`src/rtl/regfile_view_sequencer.sv`:
```
// regfile_view_sequencer
//   Drives the 3-bit view select of the register-file checker output mux.
//   Views: 0 rd1, 1 rd2, 2 wd3, 3 a1, 4 a2, 5 a3. A debounced pushbutton
//   steps through the views; with auto_en set the views rotate on a timer,
//   and freeze pauses that rotation without losing the elapsed dwell.
//
// Parameters
//   DWELL_CYCLES : cycles each view is held in auto mode (>= 2)
//   DEB_CYCLES   : cycles the button must be stable to be accepted (>= 2)
//   NUM_VIEWS    : number of legal selm codes, 2..8
//
// Ports
//   clk        in   system clock
//   rst        in   asynchronous active-high reset
//   btn_n      in   raw pushbutton, active-low, asynchronous
//   auto_en    in   slide switch, 1 = auto-cycle
//   freeze     in   slide switch, 1 = pause auto-cycling
//   selm       out  view select (registered)
//   view_led   out  one-hot copy of selm (registered)
//   step_pulse out  one-cycle strobe aligned with each selm change
//   mode       out  00 MANUAL, 01 AUTO, 10 HOLD
//
// Build option
//   VIEW_SKIP_ADDR_EN : when defined, timed advances only rotate through the
//   data views 0..2; button presses still step through every view.

module regfile_view_sequencer #(
  parameter int unsigned DWELL_CYCLES = 50000000,
  parameter int unsigned DEB_CYCLES   = 1000000,
  parameter int unsigned NUM_VIEWS    = 6
) (
  input  logic       clk,
  input  logic       rst,
  input  logic       btn_n,
  input  logic       auto_en,
  input  logic       freeze,
  output logic [2:0] selm,
  output logic [7:0] view_led,
  output logic       step_pulse,
  output logic [1:0] mode
);

  localparam int unsigned DW  = (DWELL_CYCLES > 2) ? $clog2(DWELL_CYCLES) : 1;
  localparam int unsigned DBW = (DEB_CYCLES > 2) ? $clog2(DEB_CYCLES) : 1;

  localparam logic [DW-1:0]  DWELL_LAST = DW'(DWELL_CYCLES - 1);
  localparam logic [DBW-1:0] DEB_LAST   = DBW'(DEB_CYCLES - 1);
  localparam logic [2:0]     LAST_VIEW  = 3'(NUM_VIEWS - 1);
`ifdef VIEW_SKIP_ADDR_EN
  localparam logic [2:0]     AUTO_LAST  = (NUM_VIEWS >= 3) ? 3'd2 : LAST_VIEW;
`endif

  typedef enum logic [1:0] {
    MANUAL = 2'b00,
    AUTO   = 2'b01,
    HOLD   = 2'b10
  } state_e;

  // Two-flop synchronisers; the button is held as an active-high "pressed"
  // level so that a cleared synchroniser reads as released.
  logic btn_meta_q, btn_sync_q;
  logic auto_meta_q, auto_sync_q;
  logic frz_meta_q, frz_sync_q;

  logic           btn_acc_q;
  logic [DBW-1:0] deb_cnt_q;
  logic           deb_diff, deb_done, press;

  state_e         state_q;
  logic [DW-1:0]  dwell_q;
  logic [2:0]     selm_q, selm_d, step_next;
  logic [7:0]     view_led_q;
  logic           step_q;
  logic           expire, advance;
`ifdef VIEW_SKIP_ADDR_EN
  logic [2:0]     auto_next;
`endif

  always_ff @(posedge clk or posedge rst) begin
    if (rst) begin
      btn_meta_q  <= 1'b0;
      btn_sync_q  <= 1'b0;
      auto_meta_q <= 1'b0;
      auto_sync_q <= 1'b0;
      frz_meta_q  <= 1'b0;
      frz_sync_q  <= 1'b0;
    end else begin
      btn_meta_q  <= ~btn_n;
      btn_sync_q  <= btn_meta_q;
      auto_meta_q <= auto_en;
      auto_sync_q <= auto_meta_q;
      frz_meta_q  <= freeze;
      frz_sync_q  <= frz_meta_q;
    end
  end

  // Debounce: count consecutive cycles where the synchronised level disagrees
  // with the accepted one; accept on the DEB_CYCLES-th such cycle.
  always_comb begin
    deb_diff = (btn_sync_q != btn_acc_q);
    deb_done = deb_diff && (deb_cnt_q == DEB_LAST);
    press    = deb_done && btn_sync_q;
  end

  always_ff @(posedge clk or posedge rst) begin
    if (rst) begin
      btn_acc_q <= 1'b0;
      deb_cnt_q <= '0;
    end else if (!deb_diff) begin
      deb_cnt_q <= '0;
    end else if (deb_done) begin
      btn_acc_q <= btn_sync_q;
      deb_cnt_q <= '0;
    end else begin
      deb_cnt_q <= deb_cnt_q + 1'b1;
    end
  end

  // A press and a dwell expiry in the same cycle collapse into one advance.
  always_comb begin
    expire    = (state_q == AUTO) && (dwell_q == DWELL_LAST);
    advance   = press || expire;
    step_next = (selm_q >= LAST_VIEW) ? '0 : selm_q + 3'd1;
`ifdef VIEW_SKIP_ADDR_EN
    auto_next = (selm_q >= AUTO_LAST) ? '0 : selm_q + 3'd1;
    if (press)       selm_d = step_next;
    else if (expire) selm_d = auto_next;
    else             selm_d = selm_q;
`else
    selm_d    = advance ? step_next : selm_q;
`endif
  end

  always_ff @(posedge clk or posedge rst) begin
    if (rst) begin
      state_q    <= MANUAL;
      dwell_q    <= '0;
      selm_q     <= '0;
      view_led_q <= 8'h01;
      step_q     <= 1'b0;
    end else begin
      selm_q     <= selm_d;
      view_led_q <= 8'b1 << selm_d;
      step_q     <= advance;
      case (state_q)
        MANUAL: begin
          dwell_q <= '0;
          if (auto_sync_q) state_q <= AUTO;
        end
        AUTO: begin
          if (!auto_sync_q) begin
            state_q <= MANUAL;
            dwell_q <= '0;
          end else if (frz_sync_q) begin
            state_q <= HOLD;
            dwell_q <= advance ? '0 : dwell_q;
          end else begin
            dwell_q <= advance ? '0 : dwell_q + 1'b1;
          end
        end
        HOLD: begin
          // auto_en low wins over freeze release
          if (!auto_sync_q) begin
            state_q <= MANUAL;
            dwell_q <= '0;
          end else begin
            if (!frz_sync_q) state_q <= AUTO;
            dwell_q <= advance ? '0 : dwell_q;
          end
        end
        default: begin
          state_q <= MANUAL;
          dwell_q <= '0;
        end
      endcase
    end
  end

  assign selm       = selm_q;
  assign view_led   = view_led_q;
  assign step_pulse = step_q;
  assign mode       = state_q;

endmodule

```
`config.mk`:
```
export PLATFORM = sky130hd
export DESIGN_NAME = regfile_view_sequencer
export DESIGN_NICKNAME = d
export VERILOG_FILES = /design/src/rtl/regfile_view_sequencer.sv
export SDC_FILE = /design/constraint.sdc
export NUM_CORES = 1
export LEC_CHECK = 0
export CAP_MARGIN = 15
export CORE_ASPECT_RATIO = 1.25
export CORE_UTILIZATION = 51
export CTS_CLUSTER_DIAMETER = 30
export DETAILED_ROUTE_END_ITERATION = 8
export GPL_ROUTABILITY_DRIVEN = 0
export PLACE_DENSITY = 0.69
export SLEW_MARGIN = 5
export SYNTH_ARGS = -nofsm -noshare
export SYNTH_HDL_FRONTEND = slang
export SYNTH_SLANG_ARGS = --single-unit
```
`constraint.sdc`:
```
create_clock -name clk -period 5.9 [get_ports clk]
set_input_delay 1.18 -clock clk [delete_from_list [all_inputs] [get_ports clk]]
set_output_delay 1.18 -clock clk [all_outputs]
set_load 0.01 [all_outputs]
```
==> results of run 1 <==
-- final cells by class --
type / count / area (um^2) / share of cell area
multi-input cells: 302 / 1853 / 0.4491
flip-flops and latches: 67 / 1678 / 0.4066
repair buffers: 21 / 206.4 / 0.05003
clock buffers: 9 / 123.9 / 0.03002
well taps: 90 / 112.6 / 0.02729
clock inverters: 7 / 100.1 / 0.02426
inverters: 14 / 52.55 / 0.01273
-- flip-flops by register name, summed over array words and instances (netlist names) --
name	cells
auto_meta_q	1
auto_sync_q	1
btn_acc_q	1
btn_meta_q	1
btn_sync_q	1
deb_cnt_q	20
dwell_q	26
frz_meta_q	1
frz_sync_q	1
mode	2
selm	3
step_pulse	1
view_led	8
-- layer usage --
layer  track usage  vias up
li1              -     1508
met1        0.3035     1497
met2        0.3711       73
met3       0.03944       18
met4        0.1296        0
met5             0        -
-- cells in the mapped netlist (all sizes together), types with 3 or more instances --
library cell,n,share of area
inv,13,0.013
nor4,10,0.017
a21oi,15,0.020
o31a,3,0.0071
nand2,37,0.038
a311oi,8,0.019
o21ai,27,0.037
or4,7,0.016
nand4,21,0.036
xnor2,6,0.014
nor2,41,0.042
and2,3,0.0051
and3,7,0.012
a31oi,6,0.010
nor2b,4,0.0068
o211ai,3,0.0061
nor3b,3,0.0061
nor3,9,0.012
nand3,24,0.034
and4b,3,0.0081
buf,12,0.017
nor4b,4,0.0095
xor2,13,0.031
or3,7,0.013
and4,3,0.0071
ha,8,0.027
dfrtp,66,0.45
clkbuf,12,0.012
-- layout by cell type (no fill, tap or decap), types with 4 or more instances in the layout --
master / n
clkbuf_8: 9
nand2_1: 37
nor3_1: 9
nand3_1: 23
a31oi_1: 6
clkdlybuf4s50_1: 18
nor2_1: 41
a311oi_1: 8
nor4b_1: 4
nor4_1: 10
o21ai_0: 27
or4_1: 5
xnor2_1: 6
a21oi_1: 15
nand4_1: 21
xor2_1: 13
nor2b_1: 4
or3_1: 6
ha_1: 8
and3_1: 7
inv_1: 12
dfrtp_1: 66
-- report_power, final --
| part | switching (W) | internal, W |
|---|---|---|
| clock | 0.000189 | 0.000240 |
| combinational | 0.000127 | 0.0000514 |
| sequential | 0.0000133 | 0.000469 |
| total | 0.000330 | 0.000760 |
-- critical path: stages, from the launching register on --
cell,delay [ps]
dfrtp_1,450
inv_1,90
ha_1,240
and3b_1,210
nand4_1,90
o32a_1,640
nand2_1,740
a311oi_1,450
-- through the flow --
stage | area, um^2 | total power, W | setup slack, ps | hold slack, ps | util
after floorplan | 3691 | 0.0006205 | 3039 | 331.2 | -
after global placement | 3891 | 0.0006651 | 2975 | 336.8 | 0.5577
after detailed placement | 3891 | 0.0006666 | 2845 | 337.9 | 0.5577
after CTS | 4115 | 0.001098 | 2859 | 349.0 | 0.5898
after global routing | 4126 | 0.001142 | 2497 | 369.4 | 0.5915
final | 4126 | 0.001090 | 2870 | 345.4 | 0.5915
-- kinds of logic after synthesis --
group / count (synthesis)
AOI/OAI and AO/OA: 79
buffers and inverters: 38
muxes: 4
DFF: 67
and+or+nand+nor: 192
xor gates and xnor gates: 19
adders and majority gates: 8
-- path summary, 6_finish.rpt --
| kind | from | end | slack, ps | depth (start not counted) |
|---|---|---|---|---|
| worst min register to register | btn_meta_q$_DFF_PP0_ | btn_sync_q$_DFF_PP0_ | 350 | 0 |
| min in group asynchronous | rst | deb_cnt_q[4]$_DFF_PP0_ | 1370 | 3 |
| max in group asynchronous | rst | frz_sync_q$_DFF_PP0_ | 3970 | 3 |
| worst max register to register | mode[1]$_DFFE_PP0P_ | dwell_q[10]$_DFF_PP0_ | 2870 | 7 |
| worst min-delay path | btn_meta_q$_DFF_PP0_ | btn_sync_q$_DFF_PP0_ | 350 | 0 |
| worst max-delay path | mode[1]$_DFFE_PP0P_ | dwell_q[10]$_DFF_PP0_ | 2870 | 7 |
==> impl_results.md, run 1 <==
* Status: finished clean
* Mapped Nets at 420
* Post-synth EDFFs at 0
* Total power per unit cell area at 264.1 mW/mm^2
* Port Buffer Count at 18
* First-pass GRT wire length at 14100 um
* CTS H-tree lvls at 3
* Final Hold Fails at 0
* Die Area at 0.007584 mm^2
* FMAX at 330.1 MHz
* Vias post-DR at 3096
* RSZ-0062 raised after global routing: no
* Hold-fix buffers, CTS at 0
* Largest net degree at the start of global routing at 68
* Ys async rst share at 1.000
* Ant diodes at 0
* Routed met2 length at 3899 um
* Crit path DAT at 3260 ps
* Share of layout cells above drive strength 1 at 0.06667
* Fin. max-slew vios at 0
* Post-Syn Instances at 407
* DR WL met3 at 346 um
* Vias in the first global route at 3041
* Total Routing Usage GR at 0.2344
* CP endpoint kind: register
* Compound-Gate Fraction of Synth Area at 0.1386
* Final wirelength at 8016 um
* Post-DP HPWL at 5289 um
* CP Class: reg2reg
* Worst Hold Class: reg2reg
* CTS tree: built
* Mean area per synthesized cell at 9.069 um^2
* Setup repair bufs after CTS at 0
* Initial antenna violation count at 0
* Final period utilization at 0.5135
* FF+latch count, synth at 67
* Starting Density at 0.5291
* Maximum vdd drop at 0.3055 mV
* Final setup violation count at 0
* Core box area at 0.006977 mm^2
* Drt drc at 0
* Worst-Margin Slew at 1032 ps
* Simple logic cell fraction of the synthesized area at 0.2797
* Initial DRC count at 158
* Die Y at 97.12 um
* Clock Pin Slew Worst Setup and Hold Paths at 90 ps
* Non-filler instance count after layout at 510
* Multiplexer share of the synthesized area at 0.01153
* Final nets at 428
* Metal-1 WL at 3563 um
* Top Metal Used: met4
* Placed Cells incl. Taps at 493
* Wire length per cell at 15.72 um
* Post-CTS resize count at 0
* Seq/Total Area, Yosys at 0.4546
* Worst-path maximum fanout at 26
* Max-cap violations at 0
* DR vias/cell at 6.071
* CP Launch Type: register
* Post-synthesis cell type count at 60
* Post-synth top flop: dfrtp_1
* CTS Buf Count at 9
* ANT nets after route at 0
* Grt ovf at 0
* Clk_lat worst skew at 350 ps
* Clk buf depth at 2
* Clock Skew at 15.94 ps
* Die width at 78.09 um
* Adder-Cell Fraction of Synth Area at 0.02712
* Clock Tree Root: clkbuf_8
* Post-Synth XOR/XNOR Area at 0.04508
* Largest family of logic cells by synthesized area: simple AND/OR/NAND/NOR gates
* Fill cells at 640
* IO Pins at 19
* Std cell rows at 34
* CTS Sinks at 67
* Ys Warns at 0
* Setup TNS at 0 ps
* Synthesized area at 0.003691 mm^2
* CP required at 6130 ps
* Leakage at 1.641 nW
* Area delta synth->final at 11.80%
* 1st-pass router iterations at 4
* Minimum clock period at 3030 ps
* Slew HR at 0.3024
Power figures use the tool's default switching activity.
==> run 2: changes to the inputs <==
Settings changed: PLACE_DENSITY 0.69 to 0.72.
Clock period 5.9 ns to 2.6 ns, I/O delays scaled along.
==> run 2 against run 1 <==
  * Power grew 140%
  * Global-route usage grew 0.77 points
  * Combinational power grew to 2.6 times the previous value
  * Critical path type unchanged
  * Fmax up 32%
  * Highest routed layer unchanged
  * Die area did not move
  * Sequential power is 130% higher
  * Clock power rose to 2.5 times the previous value
  * Worst setup slack worse by 2600 ps
  * Largest cell class unchanged
  * Cell area is 2.3% higher
  * Flip-flop and latch count unchanged
  * Wire length is 5.9% higher
==> impl_results.md, run 2 (synthesized netlist as in run 1, its figures left out) <==
* Worst r2r src: dwell_q[8]$_DFF_PP0_
* Finished Cell Area at 0.004220 mm^2
* Initial antenna violation count at 0
* RSZ-0062 raised after global routing: no
* Crit path DAT at 2570 ps
* Fin. max-slew vios at 0
* FMAX at 435.8 MHz
* Hold-fix buffers, CTS at 0
* Starting Density at 0.5291
* Minimum clock period at 2294 ps
* Final period utilization at 0.8825
* Clock Tree Root: clkbuf_8
* Most flop-heavy register: dwell_q
* Total Routing Usage GR at 0.2421
* DR vias/cell at 6.218
* ANT nets after route at 0
* Drt drc at 0
* Hold path endpoint: frz_sync_q$_DFF_PP0_
* CP required at 2870 ps
* CTS Buf Count at 9
* Leakage at 1.704 nW
* Ant diodes at 0
* FF-to-FF path depth at 5
* Port Buffer Count at 18
* CTS Sinks at 67
* Clk_lat worst skew at 350 ps
* Layer with the highest usage: met2
* Slew HR at 0.6048
* Most frequent cells in the layout: dfrtp_1 (66), nor2_1 (41), nand2_1 (37)
* Hold path startpoint: frz_meta_q$_DFF_PP0_
* Final Hold Fails at 0
* Std cell rows at 34
* GR Util met3 at 0.04507
* Grt ovf at 0
* Core box area at 0.006977 mm^2
* Clk buf depth at 2
* CP endpoint kind: register
* Clock Skew at 11.17 ps
* Max reg flops at 26
* CP Class: reg2reg
* Max-cap violations at 0
* Post-route total power at 0.002637 W
* Post-route worst setup slack at 305.5 ps
* Worst-path maximum fanout at 12
* Die Area at 0.007584 mm^2
* Clock Pin Slew Worst Setup and Hold Paths at 80 ps
* Final nets at 436
* Vias post-DR at 3221
* Fill cells at 628
* Post-DP HPWL at 5551 um
* Setup TNS at 0 ps
* Share of layout cells above drive strength 1 at 0.08411
* Final wirelength at 8488 um
* Fin util at 0.6049
* Wire length per cell at 16.39 um
* CTS tree: built
* Final setup violation count at 0
* Post-DP Area at 0.003971 mm^2
* Maximum vdd drop at 0.4433 mV
* Status: finished clean
* Reg-to-reg slack, setup at 310 ps
* CTS H-tree lvls at 3
* Worst Hold Class: reg2reg
* IO Pins at 19
* Commonest non-fill, non-tap cell in the layout: dfrtp_1
* Vias in the first global route at 3140
* Setup repair bufs after CTS at 0
* Hold path depth at 0
* Die Y at 97.12 um
* Met2 Track Usage GR at 0.4089
* Die width at 78.09 um
* Largest net degree at the start of global routing at 68
* Total power per unit cell area at 624.8 mW/mm^2
* Area delta synth->final at 14.34%
* Worst r2r dst: view_led[2]$_DFF_PP0_
* Post-CTS resize count at 0
* Initial DRC count at 163
* Met1 Use GR at 0.2942
* First-pass GRT wire length at 14430 um
* CP Launch Type: register
* Worst-Margin Slew at 591.3 ps
* 1st-pass router iterations at 5
* Worst Setup Slack post-DPL at 345.6 ps
run 2: worst max-delay path by stage:
stage / startpoint / end / slack [ps] / depth (start not counted)
3_5_place_dp: mode[1]$_DFFE_PP0P_ / view_led[2]$_DFF_PP0_ / 350 / 7
2_1_floorplan: rst / auto_meta_q$_DFF_PP0_ / 400 / 1
4_1_cts: mode[1]$_DFFE_PP0P_ / view_led[2]$_DFF_PP0_ / 310 / 7
5_1_grt: mode[1]$_DFFE_PP0P_ / view_led[2]$_DFF_PP0_ / 160 / 7
3_3_place_gp: dwell_q[9]$_DFF_PP0_ / view_led[2]$_DFF_PP0_ / 360 / 5
6_report: dwell_q[8]$_DFF_PP0_ / view_led[2]$_DFF_PP0_ / 310 / 5
run 2: critical path, stage by stage, from the launching register on:
cell	delay (ps)
dfrtp_1	470
nor4b_1	460
nand4_1	170
o32a_1	470
or4b_1	510
a21oi_1	150
run 2: final cells by class:
cell class	count	area, um^2	share of cell area
Clock inverter	6	111.4	0.02639
Sequential cell	67	1678	0.3976
Tap cell	90	112.6	0.02668
Multi-Input combinational cell	302	1853	0.4391
Timing Repair Buffer	29	275.3	0.06522
Inverter	14	52.55	0.01245
Clock buffer	10	137.6	0.03261
run 2: per-layer routing:
layer / vias up / share of wire
met4: 0 / 0.020
met1: 1585 / 0.41
met2: 95 / 0.52
met5: - / 0
li1: 1523 / -
met3: 18 / 0.048
run 2: where the power goes:
part	internal (W)	leakage, nW	switching, W
Sequential	0.00106	0.915	0.0000292
Clock	0.000665	0.123	0.000416
Combinational	0.000153	0.667	0.000310
run 2: through the flow:
stage / hold WS [ps] / instances
floorplan: 331.2 / 407
global placement: 332.0 / 502
detailed placement: 340.3 / 502
CTS: 356.0 / 518
global route: 359.1 / 518
finish: 353.8 / 518
==> run 3: changes to the inputs <==
Settings changed: CAP_MARGIN 15 to 20, GPL_ROUTABILITY_DRIVEN 0 to default.
==> results of run 3 <==
The final DEF is identical to that of run 2; final timing and power are the same.
==> edit 1 (config.mk and constraints of run 2) <==
Reset style: synchronous (`rst`), changed in 3 clocked blocks. Comments in the files are not updated.
--- a/src/rtl/regfile_view_sequencer.sv
+++ b/src/rtl/regfile_view_sequencer.sv
@@ -77,5 +77,5 @@
 `endif
 
-  always_ff @(posedge clk or posedge rst) begin
+  always_ff @(posedge clk) begin
     if (rst) begin
       btn_meta_q  <= 1'b0;
@@ -103,5 +103,5 @@
   end
 
-  always_ff @(posedge clk or posedge rst) begin
+  always_ff @(posedge clk) begin
     if (rst) begin
       btn_acc_q <= 1'b0;
@@ -132,5 +132,5 @@
   end
 
-  always_ff @(posedge clk or posedge rst) begin
+  always_ff @(posedge clk) begin
     if (rst) begin
       state_q    <= MANUAL;
Behaviour: differs if rst is asserted again (counterexample within 4 cycles, from zero or initial values and one cycle with rst high); with rst held inactive, the same outputs for 10 cycles.
==> edit 1 against run 2 <==
- cell area down 13%
- routed wire length decreased by 24%
- count of clock-buffer cells in the layout shrank 1
- final cell count fell by 7.1%
- sequential cell count stayed put
- synthesized cell count decreased by 6.6%
- first-iteration DRC count increased by 14%
- critical path type unchanged
- via count shrank 17%
- critical endpoint is now dwell_q[20]
- area after synthesis fell by 14%
- setup slack worse by 0.085 ns
- critical path depth grew 2
Power is not compared: it rests on default switching activity, and its combinational part moved more than twofold at a synthesized area within 25%.
==> edit 1: results (changes against run 2) <==
Outcome -> finished, final reports clean
Tcrit/Tclk final -> 91.5% (+3.3 points)
Post-synth EDFFs -> 0 (unchanged)
Peak supply drop -> 0.000411 V
Yosys warning count -> 0 (unchanged)
Post-synth ARST share -> 0% (-100 points)
Met2 Use GR -> 33.6% (-7.3 points)
Pre-CTS setup slack -> 0.265 ns (-0.0806 ns)
Largest net degree at the start of global routing -> 27 (-60%)
H-tree level count -> 3 (unchanged)
Worst setup path category -> flop to flop
Initial antenna violation count -> 0 (unchanged)
First-pass GRT wire length -> 10900 um (-24%)
CTS-repair resized insts -> 0 (unchanged)
Reg2reg path depth -> 7 (+2)
CTS max path bufs -> 2 (unchanged)
DRT Wirelength -> 6410 um (-24%)
Worst-Margin Slew -> 0.725 ns (+0.134 ns)
Gr usage total -> 20.9% (-3.3 points)
Worst-path clk slew -> 0.07 ns
R2R Path End -> dwell_q[20]
Worst path slowest cell -> o32ai_4
Setup Skew -> 0.00774 ns (-0.00343 ns)
Worst r2r src -> deb_cnt_q[0]
Port bufs -> 18 (unchanged)
CTS buffer count -> 9 (unchanged)
Vias -> 2683 (-17%)
Critical path peak fanout -> 26 (+14)
Met1 Use GR -> 26.9% (-2.5 points)
Synth Flop Type -> dfxtp_1
Ant. Diodes -> 0 (unchanged)
Reg with most FFs -> dwell_q
Synthesized Nets -> 393 (-6.4%)
Setup repair bufs after CTS -> 0 (unchanged)
Worst path max stage delay -> 0.57 ns (+0.06 ns)
Vias in the first global route -> 2465 (-21%)
Mapped Cells -> 380 (-6.6%)
Layout Nets -> 407 (-6.7%)
Top cells by area, synth -> dfxtp_1 42%, nor2_1 7.3%, nand2_1 3.5%, a21oi_1 3.3%, nand3_1 3.3%
Worst skew pair latency -> 0.34 ns
Post-synthesis sequential area ratio -> 42.1% (-3.4 points)
Share of post-route cells with drive strength above 1 -> 7.02% (-1.4 points)
Area of placed instances -> 3410 um2 (-14%)
Final setup viols -> 0 (unchanged)
Placed cell count -> 465 (-7.4%)
Commonest cells post-synth -> 67 x dfxtp_1, 62 x nor2_1, 30 x nand2_1, 21 x a21oi_1, 21 x nand3_1
Vias per std cell -> 5.58 (-10%)
R2R Setup Slk -> 0.22 ns (-0.08 ns)
Pre-Repair DR Iteration Count -> 4 (-1)
DP HPWL -> 4250 um (-23%)
HP Class -> flop to flop
Fill cell count -> 552 (-12%)
Post-Layout Inst Area -> 3660 um2 (-13%)
CP top delay family -> simple AND/OR/NAND/NOR gates
Grt met3 use -> 4.02% (-0.49 points)
DRT iter0 DRCs -> 186 (+14%)
Distinct cells, synth -> 50 (-17%)
-- edit 1: cell types whose count changed after synthesis, sizes merged, moves of 4 or more --
cell	run 2	this run
buf	12	7
dfxtp	0	67
nor2	41	63
nor2b	4	8
dfrtp	66	0
nor4	10	5
nand4	21	11
or3	7	2
o21ai	27	19
nand2	37	30
inv	13	4
a21oi	15	21
or4	7	2
-- edit 1: worst min-delay path by stage --
stage	startpoint	endpoint	slack, ns	depth (start not counted)
2_1_floorplan	auto_meta_q	auto_sync_q	0.41	1
3_3_place_gp	btn_meta_q	btn_sync_q	0.42	1
3_5_place_dp	frz_meta_q	frz_sync_q	0.42	1
4_1_cts	frz_meta_q	frz_sync_q	0.44	1
5_1_grt	frz_meta_q	frz_sync_q	0.45	1
6_report	btn_meta_q	btn_sync_q	0.44	1
-- edit 1: cell families after synthesis --
group	synth area share, %
and+or+nand+nor	30.2
DFF	42.1
AOI/OAI and AO/OA	14.6
buffers and inverters	3.42
muxes	1.30
xor gates and xnor gates	5.22
adders and majority gates	3.14
-- edit 1: report_power, final --
group / switching (mW) / internal [mW]
clock: 0.407 / 0.643
sequential: 0.00697 / 1.03
combinational: 0.0461 / 0.0335
-- edit 1: cell type report --
type / instances / area share, %
Inverter: 4 / 0.410
Multi-Input combinational cell: 289 / 47.4
Tap cell: 82 / 2.80
Clock inverter: 7 / 3.38
Sequential cell: 67 / 36.6
Timing Repair Buffer: 23 / 5.95
Clock buffer: 9 / 3.38
-- edit 1: layer usage --
metal | wire length [um] | part of all wire, %
met5 | 0 | 0
met4 | 109 | 1.7
met3 | 216 | 3.4
met2 | 3020 | 47
met1 | 3070 | 48
==> edit 2 (flow settings as in run 2) <==
Without the edit above. Change the parameter `DWELL_CYCLES` from 50000000 to 25000000.
--- a/src/rtl/regfile_view_sequencer.sv
+++ b/src/rtl/regfile_view_sequencer.sv
@@ -26,5 +26,5 @@
 
 module regfile_view_sequencer #(
-  parameter int unsigned DWELL_CYCLES = 50000000,
+  parameter int unsigned DWELL_CYCLES = 25000000,
   parameter int unsigned DEB_CYCLES   = 1000000,
   parameter int unsigned NUM_VIEWS    = 6
Check against the original RTL: no difference found for any inputs over 10 cycles, from zero or initial values and one cycle with rst high; that may be too few to reach the edited logic, so the function may still have changed.
==> edit 2 against run 2 <==
- area after synthesis fell by 6.0%
- synthesized cell count down 7.9%
- first-iteration DRC count up 31%
- global-route usage shrank 1.3 points
- total power decreased by 4.4%
- count of clock-buffer cells in the layout unchanged
- cell area decreased by 4.1%
- die area down 5.9%
- non-clock buffer count up 5
- critical path depth increased by 2
- routed wire length is 17% lower
- setup slack got worse by 0.17 ns
- clock power down 9.9%
- sequential cell count fell by 1
- highest routed layer unchanged
==> edit 2: results (changes against run 2) <==
Worst-Margin Slew -> 0.599 ns (+0.00728 ns)
Commonest cells post-synth -> 65 x dfrtp_1, 45 x nand2_1, 39 x nor2_1, 18 x a21oi_1
Hold Crit Start -> auto_meta_q
Static leakage -> 1.66 nW (-2.9%)
Port bufs -> 18 (unchanged)
Synthesized Nets -> 388 (-7.6%)
R2R Setup Slk -> 0.13 ns (-0.17 ns)
DRT iter0 DRCs -> 213 (+31%)
Reg2reg path depth -> 7 (+2)
Yosys warning count -> 0 (unchanged)
Gr usage total -> 22.9% (-1.3 points)
DP HPWL -> 4890 um (-12%)
Hold worst-path end -> auto_sync_q
Worst-path clk slew -> 0.07 ns
Distinct cells, synth -> 51 (-15%)
Max FFs per register -> 25 (-3.8%)
Top cells by area, synth -> dfrtp_1 47%, nand2_1 4.9%, nor2_1 4.2%, a311oi_1 3.5%, ha_1 2.9%
Outcome -> finished, final reports clean
Vias -> 2811 (-13%)
Crit path DAT -> 2.70 ns (+0.13 ns)
Critical path peak fanout -> 4 (-8)
Worst path slowest cell -> or4_4
Worst path max stage delay -> 0.55 ns (+0.04 ns)
Post-synthesis sequential area ratio -> 47.7% (+2.2 points)
Layout Nets -> 413 (-5.3%)
Largest net degree at the start of global routing -> 39 (-43%)
Initial antenna violation count -> 0 (unchanged)
HP Class -> flop to flop
Cells on Worst Hold Path -> 0 (unchanged)
First-pass GRT wire length -> 12200 um (-16%)
Peak supply drop -> 0.000502 V (+13%)
R2R Path End -> view_led[1]
Worst r2r src -> deb_cnt_q[10]
Setup Skew -> 0.00622 ns (-0.00494 ns)
Ant. Diodes -> 0 (unchanged)
Share of post-route cells with drive strength above 1 -> 11.4% (+2.9 points)
Routed WL per cell -> 14.4 um (-12%)
Pre-Repair DR Iteration Count -> 4 (-1)
==> edit 2: changes by cell type in the layout (fill, tap and decap cells not counted), moves of 5 or more <==
cell | before | now
nand2_1 | 37 | 45
nand3_1 | 23 | 17
a311oi_1 | 8 | 14
o21ai_0 | 27 | 16
nor4_1 | 10 | 2
xor2_1 | 13 | 8
nand4_1 | 21 | 9
==> edit 2: logic make-up (layout without fill, tap and decap cells) <==
kind of cell	count (synthesis)	count (layout)	synth area share, %
xor gates and xnor gates	18	18	4.55
buffers and inverters	33	63	3.86
AOI/OAI and AO/OA	72	72	13.5
adders and majority gates	8	8	2.89
DFF	66	66	47.7
muxes	7	7	2.13
and+or+nand+nor	171	171	25.4
==> edit 2: through the flow <==
stage          std cells  hold slack, ns  area (um2)  setup WS [ns]  total power, mW
2_1_floorplan        375           0.331        3470        0.00593             1.39
3_3_place_gp         476           0.334        3820         0.0866             1.56
3_5_place_dp         476           0.336        3820         0.0680             1.57
4_1_cts              492           0.356        4050         0.0540             2.54
5_1_grt              492           0.360        4050        0.00137             2.64
6_report             492           0.349        4050          0.131             2.52
==> edit 2: worst max path at each step <==
| stage | start | endpoint | depth (start not counted) |
|---|---|---|---|
| finish | deb_cnt_q[10] | view_led[1] | 7 |
| global route | deb_cnt_q[10] | view_led[3] | 6 |
| CTS | deb_cnt_q[7] | view_led[6] | 7 |
| detailed placement | deb_cnt_q[7] | view_led[5] | 7 |
| global placement | deb_cnt_q[7] | view_led[6] | 7 |
| floorplan | deb_cnt_q[8] | view_led[3] | 7 |
==> edit 2: report_power, final <==
group	internal, mW	total, mW	switching, mW
Combinational	0.166	0.468	0.301
Sequential	1.05	1.08	0.0316
Clock	0.567	0.973	0.406
Total	1.78	2.52	0.739
==> edit 2: final cells by class <==
cell class | count | area (um2)
fillers | 575 | 2520
multi-input cells | 276 | 1690
flip-flops and latches | 66 | 1650
repair buffers | 34 | 325
clock buffers | 10 | 138
well taps | 87 | 109
clock inverters | 6 | 90.1
inverters | 13 | 48.8
==> edit 2: what timing repair did <==
item,4_1_cts,5_1_grt
resized for setup,0,1
endpoints found under the setup margin,0,13
hold buffers,0,0
==> edit 2: metal layers <==
| metal | routed length [um] | global-route usage (%) |
|---|---|---|
| met1 | 3020 | 25.3 |
| met3 | 180 | 5.04 |
| met5 | 0 | 0 |
| met2 | 3720 | 40.4 |
| met4 | 171 | 10.8 |
==> edit 2: worst register-to-register path: stages (launching register included) <==
cell     delay, ns
dfrtp_1       0.40
or4b_1        0.50
or4_4         0.55
o32a_1        0.36
inv_2         0.10
buf_4         0.13
mux2i_1       0.24
nor3_1        0.07
